**config.mk**
```make
export PLATFORM = sky130hd
export DESIGN_NAME = ddr_cmd_scheduler
export DESIGN_NICKNAME = d
export VERILOG_FILES = /design/src/rtl/ddr_sched_pkg.sv /design/src/rtl/ddr_bank_timer.sv /design/src/rtl/ddr_cmd_scheduler.sv
export SDC_FILE = /design/constraint.sdc
export NUM_CORES = 1
export LEC_CHECK = 0
export CAP_MARGIN = 40
export CORE_ASPECT_RATIO = 1.1
export CORE_MARGIN = 4
export CORE_UTILIZATION = 54
export CTS_BUF_LIST = sky130_fd_sc_hd__clkbuf_8 sky130_fd_sc_hd__clkbuf_16
export DETAILED_ROUTE_END_ITERATION = 12
export PLACE_DENSITY = 0.85
export REMOVE_ABC_BUFFERS = 1
export SKIP_LAST_GASP = 1
export SLEW_MARGIN = 25
export SYNTH_ARGS = -nofsm -noshare
export SYNTH_HDL_FRONTEND = slang
export SYNTH_SLANG_ARGS = --single-unit
```
**constraint.sdc**
```tcl
create_clock -name ck_t -period 2.68 [get_ports ck_t]
set_clock_uncertainty 0.05 [all_clocks]
set_input_delay 0.402 -clock ck_t [delete_from_list [all_inputs] [get_ports ck_t]]
set_output_delay 0.402 -clock ck_t [all_outputs]
set_load 0.01 [all_outputs]
```
**src/rtl/ddr_sched_pkg.sv**
```systemverilog
// Shared definitions for the DDR3 command scheduler: request command codes,
// FSM states, command-pin encodings, error codes and default timings.
package ddr_sched_pkg;

   typedef enum logic [2:0] {
      CMD_NOP = 3'd0,
      CMD_ACT = 3'd1,
      CMD_RD  = 3'd2,
      CMD_WR  = 3'd3,
      CMD_PRE = 3'd4,
      CMD_REF = 3'd5
   } command_e;

   typedef enum logic [1:0] {
      ST_INIT    = 2'd0,
      ST_IDLE    = 2'd1,
      ST_REFRESH = 2'd2
   } sched_state_e;

   // {cs_n, ras_n, cas_n, we_n}
   localparam logic [3:0] PIN_DES = 4'b1111;
   localparam logic [3:0] PIN_NOP = 4'b0111;
   localparam logic [3:0] PIN_ACT = 4'b0011;
   localparam logic [3:0] PIN_RD  = 4'b0101;
   localparam logic [3:0] PIN_WR  = 4'b0100;
   localparam logic [3:0] PIN_PRE = 4'b0010;
   localparam logic [3:0] PIN_REF = 4'b0001;

   localparam logic [1:0] ERR_NONE      = 2'd0;
   localparam logic [1:0] ERR_RW_CLOSED = 2'd1;
   localparam logic [1:0] ERR_ACT_OPEN  = 2'd2;
   localparam logic [1:0] ERR_REF_OPEN  = 2'd3;

   localparam int DEF_T_RCD         = 4;
   localparam int DEF_T_RP          = 4;
   localparam int DEF_T_RFC         = 20;
   localparam int DEF_T_CCD         = 4;
   localparam int DEF_INIT_CYCLES   = 16;
   localparam int DEF_MEM_BA_WIDTH  = 3;
   localparam int DEF_MEM_ROW_WIDTH = 14;

   function automatic int max_int(input int x, input int y);
      return (x > y) ? x : y;
   endfunction

endpackage

```
**src/rtl/ddr_bank_timer.sv**
```systemverilog
// Per-bank state: open flag plus a saturating down-counter that holds off
// further commands to the bank after ACT (tRCD) or PRE (tRP).
module ddr_bank_timer #(
   parameter int CNT_W = 3,
   parameter int T_RCD = 4,
   parameter int T_RP  = 4
) (
   input  logic clk_i,
   input  logic reset_i,
   input  logic act_i,
   input  logic pre_i,
   output logic open_o,
   output logic busy_o
);

   logic             open_q;
   logic [CNT_W-1:0] cnt_q;

   // Reload on issue wins over the per-cycle decrement.
   always_ff @(posedge clk_i) begin
      if (reset_i) begin
         open_q <= 1'b0;
         cnt_q  <= '0;
      end else if (act_i) begin
         open_q <= 1'b1;
         cnt_q  <= CNT_W'(T_RCD - 1);
      end else if (pre_i) begin
         open_q <= 1'b0;
         cnt_q  <= CNT_W'(T_RP - 1);
      end else if (cnt_q != '0) begin
         cnt_q <= cnt_q - 1'b1;
      end
   end

   assign open_o = open_q;
   assign busy_o = (cnt_q != '0);

endmodule

```
**src/rtl/ddr_cmd_scheduler.sv**
```systemverilog
// DDR3 command scheduler: accepts one request per cycle through a
// valid/ready port, enforces tRCD/tRP/tCCD/tRFC and the power-up hold,
// and drives the command pins one cycle after transfer.
// Handshake: a request transfers on a rising edge where req_valid and
// req_ready are both high; the requester holds cmd/ba/addr stable until then.
// Optional ODT control is compiled in with the DDR_ODT_CTRL_EN macro.
module ddr_cmd_scheduler
   import ddr_sched_pkg::*;
#(
   parameter int T_RCD         = DEF_T_RCD,
   parameter int T_RP          = DEF_T_RP,
   parameter int T_RFC         = DEF_T_RFC,
   parameter int T_CCD         = DEF_T_CCD,
   parameter int INIT_CYCLES   = DEF_INIT_CYCLES,
   parameter int MEM_BA_WIDTH  = DEF_MEM_BA_WIDTH,
   parameter int MEM_ROW_WIDTH = DEF_MEM_ROW_WIDTH
) (
   input  logic                     ck_t,
   input  logic                     reset,
   input  logic                     req_valid,
   output logic                     req_ready,
   input  logic [2:0]               req_cmd,
   input  logic [MEM_BA_WIDTH-1:0]  req_ba,
   input  logic [MEM_ROW_WIDTH-1:0] req_addr,
   output logic                     cke,
   output logic                     cs_n,
   output logic                     ras_n,
   output logic                     cas_n,
   output logic                     we_n,
   output logic [MEM_BA_WIDTH-1:0]  ba,
   output logic [MEM_ROW_WIDTH-1:0] a,
   output logic                     odt,
   output logic                     err_valid,
   output logic [1:0]               err_code,
   output logic [1:0]               dbg_state_o
);

   localparam int NUM_BANKS  = 1 << MEM_BA_WIDTH;
   localparam int BANK_CNT_W = $clog2(max_int(T_RCD, T_RP)) + 1;
   localparam int CNT_W      = $clog2(max_int(INIT_CYCLES, T_RFC)) + 1;
   localparam int CCD_W      = $clog2(T_CCD) + 1;

   sched_state_e             state_q, state_d;
   logic [CNT_W-1:0]         cnt_q, cnt_d;
   logic [CCD_W-1:0]         ccd_q, ccd_d;
   logic [3:0]               pins_q, pins_d;
   logic [MEM_ROW_WIDTH-1:0] a_q, a_d;
   logic [MEM_BA_WIDTH-1:0]  ba_q, ba_d;
   logic                     err_valid_q, err_valid_d;
   logic [1:0]               err_code_q, err_code_d;

   logic [NUM_BANKS-1:0]     bank_open, bank_busy;
   logic [NUM_BANKS-1:0]     act_vec, pre_vec;
   command_e                 cmd;
   logic                     fire;
   logic                     issue_act, issue_pre, issue_rd, issue_wr, issue_ref;

   assign cmd = command_e'(req_cmd);

   for (genvar g = 0; g < NUM_BANKS; g++) begin : g_bank
      ddr_bank_timer #(
         .CNT_W (BANK_CNT_W),
         .T_RCD (T_RCD),
         .T_RP  (T_RP)
      ) u_timer (
         .clk_i   (ck_t),
         .reset_i (reset),
         .act_i   (act_vec[g]),
         .pre_i   (pre_vec[g]),
         .open_o  (bank_open[g]),
         .busy_o  (bank_busy[g])
      );
   end

   // Ready depends on the addressed bank's timer, the tCCD window and, for
   // REF, on every bank having finished its tRCD/tRP wait.
   always_comb begin
      req_ready = 1'b0;
      if (!reset && state_q == ST_IDLE) begin
         case (cmd)
            CMD_ACT, CMD_PRE: req_ready = !bank_busy[req_ba];
            CMD_RD, CMD_WR:   req_ready = !bank_busy[req_ba] && (ccd_q == '0);
            CMD_REF:          req_ready = !(|bank_busy);
            default:          req_ready = 1'b1;
         endcase
      end
   end

   // Classify a transferred request as issued or illegal.
   always_comb begin
      fire        = req_valid && req_ready;
      issue_act   = 1'b0;
      issue_pre   = 1'b0;
      issue_rd    = 1'b0;
      issue_wr    = 1'b0;
      issue_ref   = 1'b0;
      err_valid_d = 1'b0;
      err_code_d  = ERR_NONE;
      act_vec     = '0;
      pre_vec     = '0;
      if (fire) begin
         case (cmd)
            CMD_ACT: begin
               if (bank_open[req_ba]) begin
                  err_valid_d = 1'b1;
                  err_code_d  = ERR_ACT_OPEN;
               end else begin
                  issue_act       = 1'b1;
                  act_vec[req_ba] = 1'b1;
               end
            end
            CMD_RD, CMD_WR: begin
               if (!bank_open[req_ba]) begin
                  err_valid_d = 1'b1;
                  err_code_d  = ERR_RW_CLOSED;
               end else if (cmd == CMD_RD) begin
                  issue_rd = 1'b1;
               end else begin
                  issue_wr = 1'b1;
               end
            end
            CMD_PRE: begin
               issue_pre       = 1'b1;
               pre_vec[req_ba] = 1'b1;
            end
            CMD_REF: begin
               if (|bank_open) begin
                  err_valid_d = 1'b1;
                  err_code_d  = ERR_REF_OPEN;
               end else begin
                  issue_ref = 1'b1;
               end
            end
            default: ;
         endcase
      end
   end

   // FSM next state: power-up hold, idle, refresh blackout.
   always_comb begin
      state_d = state_q;
      cnt_d   = cnt_q;
      case (state_q)
         ST_INIT: begin
            if (cnt_q == CNT_W'(INIT_CYCLES - 1)) begin
               state_d = ST_IDLE;
               cnt_d   = '0;
            end else begin
               cnt_d = cnt_q + 1'b1;
            end
         end
         ST_IDLE: begin
            if (issue_ref) begin
               state_d = ST_REFRESH;
               cnt_d   = '0;
            end
         end
         ST_REFRESH: begin
            if (cnt_q == CNT_W'(T_RFC - 1)) begin
               state_d = ST_IDLE;
               cnt_d   = '0;
            end else begin
               cnt_d = cnt_q + 1'b1;
            end
         end
         default: begin
            state_d = ST_INIT;
            cnt_d   = '0;
         end
      endcase
   end

   // Next pin values; idle cycles drive NOP (deselect during INIT) and keep a/ba.
   always_comb begin
      pins_d = (state_d == ST_INIT) ? PIN_DES : PIN_NOP;
      a_d    = a_q;
      ba_d   = ba_q;
      ccd_d  = (ccd_q != '0) ? ccd_q - 1'b1 : ccd_q;
      if (issue_act) begin
         pins_d = PIN_ACT;
         a_d    = req_addr;
         ba_d   = req_ba;
      end else if (issue_rd || issue_wr) begin
         pins_d = issue_rd ? PIN_RD : PIN_WR;
         a_d    = req_addr;
         ba_d   = req_ba;
         ccd_d  = CCD_W'(T_CCD - 1);
      end else if (issue_pre) begin
         pins_d = PIN_PRE;
         a_d    = req_addr;
         a_d[10] = 1'b0;
         ba_d   = req_ba;
      end else if (issue_ref) begin
         pins_d = PIN_REF;
      end
   end

   // State and output registers.
   always_ff @(posedge ck_t) begin
      if (reset) begin
         state_q     <= ST_INIT;
         cnt_q       <= '0;
         ccd_q       <= '0;
         pins_q      <= PIN_DES;
         a_q         <= '0;
         ba_q        <= '0;
         err_valid_q <= 1'b0;
         err_code_q  <= ERR_NONE;
      end else begin
         state_q     <= state_d;
         cnt_q       <= cnt_d;
         ccd_q       <= ccd_d;
         pins_q      <= pins_d;
         a_q         <= a_d;
         ba_q        <= ba_d;
         err_valid_q <= err_valid_d;
         err_code_q  <= err_code_d;
      end
   end

`ifdef DDR_ODT_CTRL_EN
   // WR issue cycle plus four more; a later WR reloads the window.
   localparam logic [2:0] ODT_LOAD = 3'd5;
   logic [2:0] odt_cnt_q, odt_cnt_d;

   // ODT window counter next value.
   always_comb begin
      odt_cnt_d = odt_cnt_q;
      if (issue_wr) begin
         odt_cnt_d = ODT_LOAD;
      end else if (odt_cnt_q != 3'd0) begin
         odt_cnt_d = odt_cnt_q - 3'd1;
      end
   end

   // ODT window counter register.
   always_ff @(posedge ck_t) begin
      if (reset) begin
         odt_cnt_q <= 3'd0;
      end else begin
         odt_cnt_q <= odt_cnt_d;
      end
   end

   assign odt = (odt_cnt_q != 3'd0);
`else
   assign odt = 1'b0;
`endif

   assign cke         = (state_q != ST_INIT);
   assign {cs_n, ras_n, cas_n, we_n} = pins_q;
   assign a           = a_q;
   assign ba          = ba_q;
   assign err_valid   = err_valid_q;
   assign err_code    = err_code_q;
   assign dbg_state_o = state_q;

endmodule

```
[Yosys cells after proc, flatten, opt, wreduce, memory -nomap -nowiden]
Cells that the tools add are included.
Storage, ports and cells
  input bits: 23
  register bits after elaboration: 67
  output and inout bits: 29
Cells by class
  bitwise logic cells: 1
  $add $sub $neg: 10
  eq/ne operators: 10
  magnitude comparators: 2
  multiplexer cells: 99
  reductions and logical operators: 52
Operator list (number)
  $mux 2: 29
  $reduce_bool 3->1: 18
  $mux 14: 3
  $mux 1: 40
  $mux 8: 5
  $sub 3x1->3 const B: 9
  $reduce_or 3->1: 8
  $mux 4: 5
  $mux 3: 6
  $mux 6: 3
  $pmux 6 s3: 1
  $reduce_bool 2->1: 9
  $reduce_or 8->1: 2
  $pmux 2 s3: 2
  $reduce_or 2->1: 4
  $add 6x1->6 const B: 1
  $bmux 1 s3: 2
  $eq 3x2->1 const B: 2
  $eq 3x3->1 const B: 2
  $eq 6x4->1 const B: 1
  $eq 6x5->1 const B: 1
  $pmux 1 s3: 2
  $logic_and 1x1->1: 4
  $logic_not 2->1: 2
  11 further kinds: 13

[Longest topological paths before layout]
Gate-level depths: netlist (run 1).
  depth after elaboration: 17
  gate-level depth with buffers: 10
  depth with buffers taken out: 8

[Cells and area by module]
From an unflattened synthesis (run 1), not the netlist that was laid out.
Second synthesis, totals
  cells, all modules: 400
  area, all modules: 3548.4 um2
Modules (own cells, without submodules)
  ddr_cmd_scheduler: instances 1, cells each 240, seq. area each 700.7 um2, area each 1946.9 um2
  ddr_bank_timer: instances 8, cells each 20, seq. area each 80.1 um2, area each 200.2 um2

[Worst setup path before layout (run 1)]
Ideal clock, no wire load.
  kind: register to register
  start: register g_bank[2].u_timer.cnt_q[0]
  end: register ba_q[1], in the netlist ba[1]
  data required time: 2.558 ns
  setup time: 0.072 ns
  buffers on the path: 1
  stages on the path, launching flop included: 10
  setup slack: 0.332 ns
  data arrival time: 2.227 ns
  cells stage by stage: dfxtp_1 -> inv_1 -> ha_1 -> nor2b_1 -> nand4_1 -> o31ai_1 -> a22oi_4 -> a31oi_4 -> buf_12 -> mux2i_1
Between the ends
  word-level cells in the longest chain between the ends: 12
  elaborated cells between the ends (all ways): 18
RTL lines
  start: declaration: RTL line ddr_bank_timer.sv:17  | logic [CNT_W-1:0] cnt_q;
  start signal: assignment: RTL line ddr_bank_timer.sv:26  | cnt_q <= CNT_W'(T_RCD - 1);
  start signal: assignment: RTL line ddr_bank_timer.sv:29  | cnt_q <= CNT_W'(T_RP - 1);
  start signal: assignment: RTL line ddr_bank_timer.sv:31  | cnt_q <= cnt_q - 1'b1;
  $reduce_bool 3->1 (*): RTL line ddr_bank_timer.sv:36  | assign busy_o = (cnt_q != '0);
  $bmux 1 s3: RTL line ddr_cmd_scheduler.sv:81, ddr_cmd_scheduler.sv:82
  $mux 1 (not written as such): RTL line ddr_cmd_scheduler.sv:81, ddr_cmd_scheduler.sv:82
  $logic_not 1->1: RTL line ddr_cmd_scheduler.sv:81, ddr_cmd_scheduler.sv:82
  $logic_and 1x1->1: RTL line ddr_cmd_scheduler.sv:82  | CMD_RD, CMD_WR: req_ready = !bank_busy[req_ba] && (ccd_q == '0);
  $pmux 1 s3 (*): RTL line ddr_cmd_scheduler.sv:80  | case (cmd)
  $mux 1 (*): RTL line ddr_cmd_scheduler.sv:79  | if (!reset && state_q == ST_IDLE) begin
  $logic_and 1x1->1 (*): RTL line ddr_cmd_scheduler.sv:91  | fire = req_valid && req_ready;
  $mux 1: RTL line ddr_cmd_scheduler.sv:101  | if (fire) begin
  $logic_or 1x1->1: RTL line ddr_cmd_scheduler.sv:183  | end else if (issue_rd || issue_wr) begin
  $mux 3: RTL line ddr_cmd_scheduler.sv:183
  $mux 3: RTL line ddr_cmd_scheduler.sv:179  | if (issue_act) begin
  end signal: assignment: RTL line ddr_cmd_scheduler.sv:206  | ba_q <= '0;
  end signal: assignment: RTL line ddr_cmd_scheduler.sv:215  | ba_q <= ba_d;
  end: declaration: RTL line ddr_cmd_scheduler.sv:48  | logic [MEM_BA_WIDTH-1:0] ba_q, ba_d;
Every way passes the cells marked *; elsewhere a longest branch is shown, timed or not. The select of a mux whose other input is x is not followed.
A chain may end at the register's enable or synchronous reset.

[Worst setup path after layout (run 1)]
  start: input req_cmd[2]
  end: output req_ready
Between the ends
  word-level cells in the longest chain between the ends: 4
  elaborated cells between the ends (all ways): 9
RTL lines
  start: declaration: RTL line ddr_cmd_scheduler.sv:22  | input logic [2:0] req_cmd,
  $eq 3x2->1 (tied with other cells): RTL line ddr_cmd_scheduler.sv:80
  $reduce_or 2->1: RTL line ddr_cmd_scheduler.sv:80
  $pmux 1 s3 (*): RTL line ddr_cmd_scheduler.sv:80
  $mux 1 (*): RTL line ddr_cmd_scheduler.sv:79
  end: declaration: RTL line ddr_cmd_scheduler.sv:21  | output logic req_ready,
Every way passes the cells marked *; elsewhere a longest branch is shown, timed or not.

==> results of run 1 <==
## metal layers
metal | GRT usage [%] | wire length [um]
met1 | 23.70 | 3318
met5 | 0 | 0
met2 | 36.03 | 3863
met3 | 4.582 | 390
met4 | 9.763 | 187
## report_power, final
group	internal (W)	switching [W]
Combinational	0.000644	0.000647
Clock	0.000400	0.000365
Sequential	0.00117	0.0000922
## state kept, by name, summed over array words and instances (netlist names)
signal	flops
a	14
ba	3
ccd_q	3
cnt_q	6
dbg_state_o	2
err_code	2
err_valid	1
g_bank.u_timer.cnt_q	24
g_bank.u_timer.open_o	8
pins_q	4
## stage by stage
stage	hold slack [ns]	area, um2	setup TNS [ns]
finish	0.4270	4438	0
global route	0.4529	4438	0
CTS	0.4281	4437	0
detailed placement	0.4167	4232	-8.599
global placement	0.4067	4232	-5.878
floorplan	0.4211	3376	0
## final cells by class
cell class / instances / area [um2] / share of cell area [%]
multi-input combinational: 285 / 1981 / 44.63
sequential: 67 / 1341 / 30.22
timing repair buffer: 84 / 754.5 / 17.00
clock buffer: 12 / 165.2 / 3.721
tap: 80 / 100.1 / 2.255
inverter: 22 / 82.58 / 1.861
clock inverter: 3 / 13.76 / 0.3101
## worst paths after layout
| path | start | endpoint | slack [ns] |
|---|---|---|---|
| worst max register to register | g_bank[5].u_timer.cnt_q[0]$_SDFFE_PP0P_ | cnt_q[2]$_SDFFE_PP0P_ | 0.38 |
| worst min register to register | a[8]$_SDFFE_PP0P_ | a[8]$_SDFFE_PP0P_ | 0.43 |
| worst min-delay path | a[8]$_SDFFE_PP0P_ | a[8]$_SDFFE_PP0P_ | 0.43 |
| worst max-delay path | req_cmd[2] | req_ready | 0.24 |
## cell usage in the layout (no fill, tap or decap), types with 2 or more instances in the layout
master           synthesis  final
dfxtp_1                 67     67
clkdlybuf4s50_1          0     45
nand2b_1                39     39
nor2_1                  39     39
buf_4                    3     33
mux2i_1                 25     25
inv_1                   22     23
a21oi_1                 24     23
o22ai_1                 20     20
ha_1                    19     19
o21ai_0                 16     16
clkbuf_8                 0     12
xnor2_1                 10     10
nor2b_1                 14     10
o21ai_1                  8      8
nand2_1                  7      7
nor3_1                   6      6
nand3_1                  5      5
nand3b_1                 5      5
or2_2                    4      4
and2b_2                  0      4
or3b_1                   3      3
nor2b_2                  0      3
nand4_1                  3      3
nor4_1                   3      3
a31oi_1                  3      3
dlygate4sd2_1            0      3
or3b_2                   2      2
or3_1                    2      2
clkinv_2                 0      2
## cells in the mapped netlist, types with 2 or more instances
cell type  count
a21oi_1       24
a31oi_1        3
and2b_1        4
buf_1          2
buf_2          2
buf_4          3
clkbuf_1       9
dfxtp_1       67
ha_1          19
inv_1         22
mux2i_1       25
nand2_1        7
nand2b_1      39
nand3_1        5
nand3b_1       5
nand4_1        3
nor2_1        39
nor2b_1       14
nor3_1         6
nor4_1         3
o21ai_0       16
o21ai_1        8
o22ai_1       20
o31ai_1        2
or2_2          4
or3_1          2
or3b_1         3
or3b_2         2
xnor2_1       10
## tightest hold or removal path: cells and delay by family, from the launching register on
kind          cells  cell delay (ns)
flops             1             0.31
mux               1             0.06
simple gates      1             0.06
## cell families (layout without fill, tap and decap cells)
group                      after synthesis  in the layout  synth area share (%)
other                                    1              1                0.1077
adders and majority gates               19             19                 6.830
AOI/OAI and AO/OA                       81             81                 14.38
xor gates and xnor gates                10             10                 2.516
DFF                                     67             67                 38.53
buffers and inverters                   40            121                 5.392
muxes                                   27             27                 7.944
and+or+nand+nor                        147            147                 24.30
## repair_timing
item,CTS,global route
buffers inserted,1,0
setup endpoints to repair,1,1
gates resized for setup,14,4
pin swaps,1,2
==> impl_metrics.py, run 1 <==
metrics = {
    "run_status": {
        "outcome": "finished, final reports clean",
    },
    "timing": {
        "slew_violations": 0,
        "slew_headroom_pct": 54.69,
        "min_period_ns": 2.443,
        "max_freq_ghz": 0.4093,
        "worst_pin_slew_ns": 0.6796,
        "rsz0062_at_grt": "no",
        "worst_slack_ns": 0.2368,
        "finalHoldViolations": 0,
        "fin_crit_sh_pct": 91.16,
        "setup_viol": 0,
    },
    "critical_path": {
        "cp_data_required_time_ns": 2.23,
        "path_buf_inv": 2,
        "path_max_fanout": 4,
        "crit_family": "buffers and inverters",
        "cp.depth": 7,
        "rr_worst_depth": 10,
        "cp.arrival_ns": 1.99,
        "cp_slowest_stage_delay_ns": 0.49,
        "startpoint_type": "input pin",
        "endpoint_kind": "primary output",
        "cp_slowest_cell": "clkdlybuf4s50_1",
        "crit_type": "input pin to primary output",
        "worstPathCellList": "clkdlybuf4s50_1 > nand2b_1 > o22a_1 > nor3_2 > a21oi_2 > nor3_1 > clkbuf_2",
    },
    "routing": {
        "ant_nets": 0,
        "routed_wirelength_um": 7760,
        "viasPerCell": 5.479,
        "first_pass_iters": 5,
        "drtIter0Drc": 106,
        "wl_per_cell_um": 14.03,
        "via_count": 3030,
        "drc": 0,
    },
    "clock_tree": {
        "htreeDepth": 3,
        "holdBufCountCts": 0,
        "cts_tree": "done",
        "cts_buffers": 9,
        "path_clk_slew_ns": 0.07,
        "clockRootBuffer": "clkbuf_8",
        "cts.sink_count": 67,
        "clock_path_buffers": 2,
        "worstSkewPairLatency_ns": 0.34,
    },
    "floorplanning": {
        "core_um2": 6231,
        "rows": 30,
        "initial_core_util_pct": 55.86,
        "pin_count": 52,
        "die_x_um": 84.55,
        "die_y_um": 92.21,
        "die_area_um2": 7796,
    },
    "job": {
        "cap_violations": 0,
    },
    "placement": {
        "place_hpwl_um": 5479,
        "portBuffers": 50,
        "pre_cts_ws_ns": -0.3384,
        "numPlacedInstances": 537,
        "gp_congestion": 0.8892,
    },
    "synth": {
        "synth.avg_cell_area_um2": 8.880,
        "synthTopCellsByArea": "dfxtp_1 39%, mux2i_1 7.2%, nand2b_1 7.0%",
        "synth_seq_cells": 67,
        "synth_cell_types": 53,
        "netlist_instances": 392,
        "ys_seq_area_share_pct": 38.53,
        "async_reset_ff_share_pct": 0,
        "synth_edf_count": 0,
        "synth_top_area_share_pct": 38.53,
        "ys_warn_count": 0,
        "synthFlopType": "dfxtp_1",
        "yosysTopAreaCell": "dfxtp_1",
        "syn_area_um2": 3481,
    },
    "global_routing": {
        "track_usage_pct": 20.65,
        "first_global_vias": 2972,
        "antenna_found_initial": 0,
        "grt_pass1_wl_um": 13200,
        "grt-ovfl-total": 0,
        "grt_max_degree": 79,
    },
    "cells_and_area": {
        "instances_no_fill": 553,
        "drive_gt1_share_pct": 16.28,
        "nets": 511,
        "area_growth_pct": 27.50,
        "antennaDiodeCount": 0,
        "fill_cells": 498,
        "utilization_pct": 71.22,
    },
    "power_and_ir_drop": {
        "leakage_nw": 1.750,
        "powerDensity_nw_per_um2": 747.1,
        "ir_worst_vdd_mv": 0.6605,
        "p_total_w": 0.003316,
    },
    "hold_path": {
        "hold_path.class": "register to register",
        "min_path_cells": 2,
    },
}
(Power assumes the default switching activity.)
==> inputs of run 2 (changes only) <==
Settings changed: SLEW_MARGIN 25 to 10.
==> results of run 2 <==
No change in the layout: final DEF, timing and power equal those of run 1.
==> inputs of run 3 (changes only) <==
Settings changed: PLACE_DENSITY 0.85 to 0.83, SETUP_SLACK_MARGIN from default to 0.1.
==> run 3 against run 2 <==
  * Worst setup slack worse by 0.0046 ns
  * Register-to-register slack worse by 0.02 ns
  * Critical path depth is 1 higher
  * Die area stayed put
  * Routed wire length is 0.12% higher
  * Global-route usage hardly changed
  * Non-clock buffer count is 2 higher
  * Core utilization is 1.9 points higher
  * Combinational power is 7% higher
  * Power is 13% higher
  * Critical endpoint unchanged
  * Largest power group unchanged
==> impl_metrics.py, run 3 (synthesized netlist as in run 1, its figures left out) <==
metrics = {
    "run_status": {
        "outcome": "finished, final reports clean",
    },
    "timing": {
        "finalHoldViolations": 0,
        "fin_crit_sh_pct": 91.33,
        "max_freq_ghz": 0.4085,
        "min_period_ns": 2.448,
        "worst_hold_slack_ns": 0.3083,
        "worst_pin_slew_ns": 0.7109,
        "rsz0062_at_grt": "no",
        "worst_slack_ns": 0.2322,
        "slew_violations": 0,
        "slew_headroom_pct": 52.39,
        "setup_viol": 0,
    },
    "routing": {
        "drtIter0Drc": 187,
        "wl_per_cell_um": 13.97,
        "via_count": 3014,
        "viasPerCell": 5.421,
        "ant_nets": 0,
        "drc": 0,
        "first_pass_iters": 5,
        "routed_wirelength_um": 7769,
    },
    "critical_path": {
        "reg2reg_from": "g_bank[6].u_timer.cnt_q[0]$_SDFFE_PP0P_",
        "cp.arrival_ns": 2.00,
        "cp_slowest_stage_delay_ns": 0.31,
        "cp-endpoint": "req_ready",
        "worstPathCellList": "inv_1 > ha_1 > and2b_2 > nand4_1 > o31ai_2 > a21oi_2 > nor3_1 > clkbuf_2",
        "reg2reg_to": "ccd_q[1]$_SDFF_PP0_",
        "reg2reg_slack_ns": 0.36,
        "crit_start": "g_bank[7].u_timer.cnt_q[0]$_SDFFE_PP0P_",
        "cp_data_required_time_ns": 2.23,
        "cp_slowest_cell": "o31ai_2",
        "crit_type": "register to primary output",
        "startpoint_type": "register",
        "endpoint_kind": "primary output",
        "rr_worst_depth": 11,
        "path_max_fanout": 5,
    },
    "cells_and_area": {
        "nets": 513,
        "instances_no_fill": 556,
        "top_register": "g_bank.u_timer.cnt_q",
        "final_common_cell": "dfxtp_1",
        "largest_reg_flops": 24,
        "antennaDiodeCount": 0,
        "stdcell_area_um2": 4557,
        "drive_gt1_share_pct": 17.02,
        "final_cell_mix": "67 x dfxtp_1, 45 x clkdlybuf4s50_1, 39 x nand2b_1, 38 x nor2_1, 35 x buf_4",
        "area_growth_pct": 30.91,
    },
    "clock_tree": {
        "cts.sink_count": 67,
        "clock_path_buffers": 2,
        "holdBufCountCts": 0,
        "path_clk_slew_ns": 0.07,
        "htreeDepth": 3,
        "cts_buffers": 9,
        "cts_tree": "done",
        "clockRootBuffer": "clkbuf_8",
        "worstSkewPairLatency_ns": 0.36,
    },
    "floorplanning": {
        "initial_core_util_pct": 55.86,
        "core_um2": 6231,
        "pin_count": 52,
        "die_y_um": 92.21,
        "die_area_um2": 7796,
        "rows": 30,
        "die_x_um": 84.55,
    },
    "global_routing": {
        "track_usage_pct": 20.64,
        "grt-ovfl-total": 0,
        "antenna_found_initial": 0,
        "grt_max_degree": 72,
        "first_global_vias": 2923,
        "grt_pass1_wl_um": 13040,
    },
    "placement": {
        "numPlacedInstances": 538,
        "pre_cts_ws_ns": -0.2625,
        "place_area_um2": 4239,
        "portBuffers": 50,
        "place_hpwl_um": 5565,
        "gp_congestion": 0.8791,
    },
    "power_and_ir_drop": {
        "powerDensity_nw_per_um2": 822.2,
        "p_total_w": 0.003746,
        "leakage_nw": 1.811,
        "ir_worst_vdd_mv": 0.5575,
    },
    "hold_path": {
        "min_path_cells": 2,
        "hold_path.class": "input pin to register",
    },
    "job": {
        "cap_violations": 0,
    },
}
-- run 3: cell types whose count changed in the layout (fill, tap and decap cells not counted), sizes merged --
cell    before  now
clkbuf      13   10
bufinv       0    4
buf         35   37
-- run 3: critical path: cells and delay by family (launching register included) --
kind / cells / cell delay [ns]
DFF: 1 / 0.30
and+or+nand+nor: 3 / 0.52
adders and majority gates: 1 / 0.19
AOI/OAI and AO/OA: 2 / 0.37
buffers and inverters: 2 / 0.27
-- run 3: cell type report --
class	count	area [um2]
clock buffers	9	123.9
flip-flops and latches	67	1341
multi-input cells	285	1998
well taps	80	100.1
repair buffers	86	769.5
fillers	447	1674
clock inverters	7	141.4
inverters	22	82.58
-- run 3: where the power goes --
group          switching [W]  total, W  internal, W
logic               0.000665   0.00138     0.000711
registers          0.0000956   0.00126      0.00117
clock network       0.000396   0.00111     0.000712
-- run 3: per-layer routing --
metal / wire, um / global-route usage [%]
met5: 0 / 0
met1: 3253 / 23.30
met4: 200 / 9.499
met3: 411 / 6.020
met2: 3903 / 35.57
-- run 3: through the flow --
step	setup TNS, ns	utilization (%)
finish	0	73.13
global route	0	73.13
CTS	0	72.89
detailed placement	-7.003	68.03
global placement	-3.778	68.03
floorplan	0	-
-- run 3: timing repair --
action                     in CTS  in global routing
setup endpoints to repair       1                  1
gates resized for setup        16                  4
pin swaps                       1                  1
setup buffers                   0                  2
hold endpoints to repair        0                  0
-- run 3: worst min path at each step --
| stage | startpoint | endpoint | slack [ns] |
|---|---|---|---|
| floorplan | reset | ccd_q[0]$_SDFF_PP0_ | 0.42 |
| global placement | a[3]$_SDFFE_PP0P_ | a[3]$_SDFFE_PP0P_ | 0.41 |
| detailed placement | ba[1]$_SDFFE_PP0P_ | ba[1]$_SDFFE_PP0P_ | 0.41 |
| CTS | reset | g_bank[2].u_timer.cnt_q[2]$_SDFFE_PP0P_ | 0.30 |
| global route | reset | g_bank[2].u_timer.cnt_q[2]$_SDFFE_PP0P_ | 0.31 |
| finish | reset | g_bank[2].u_timer.cnt_q[2]$_SDFFE_PP0P_ | 0.31 |
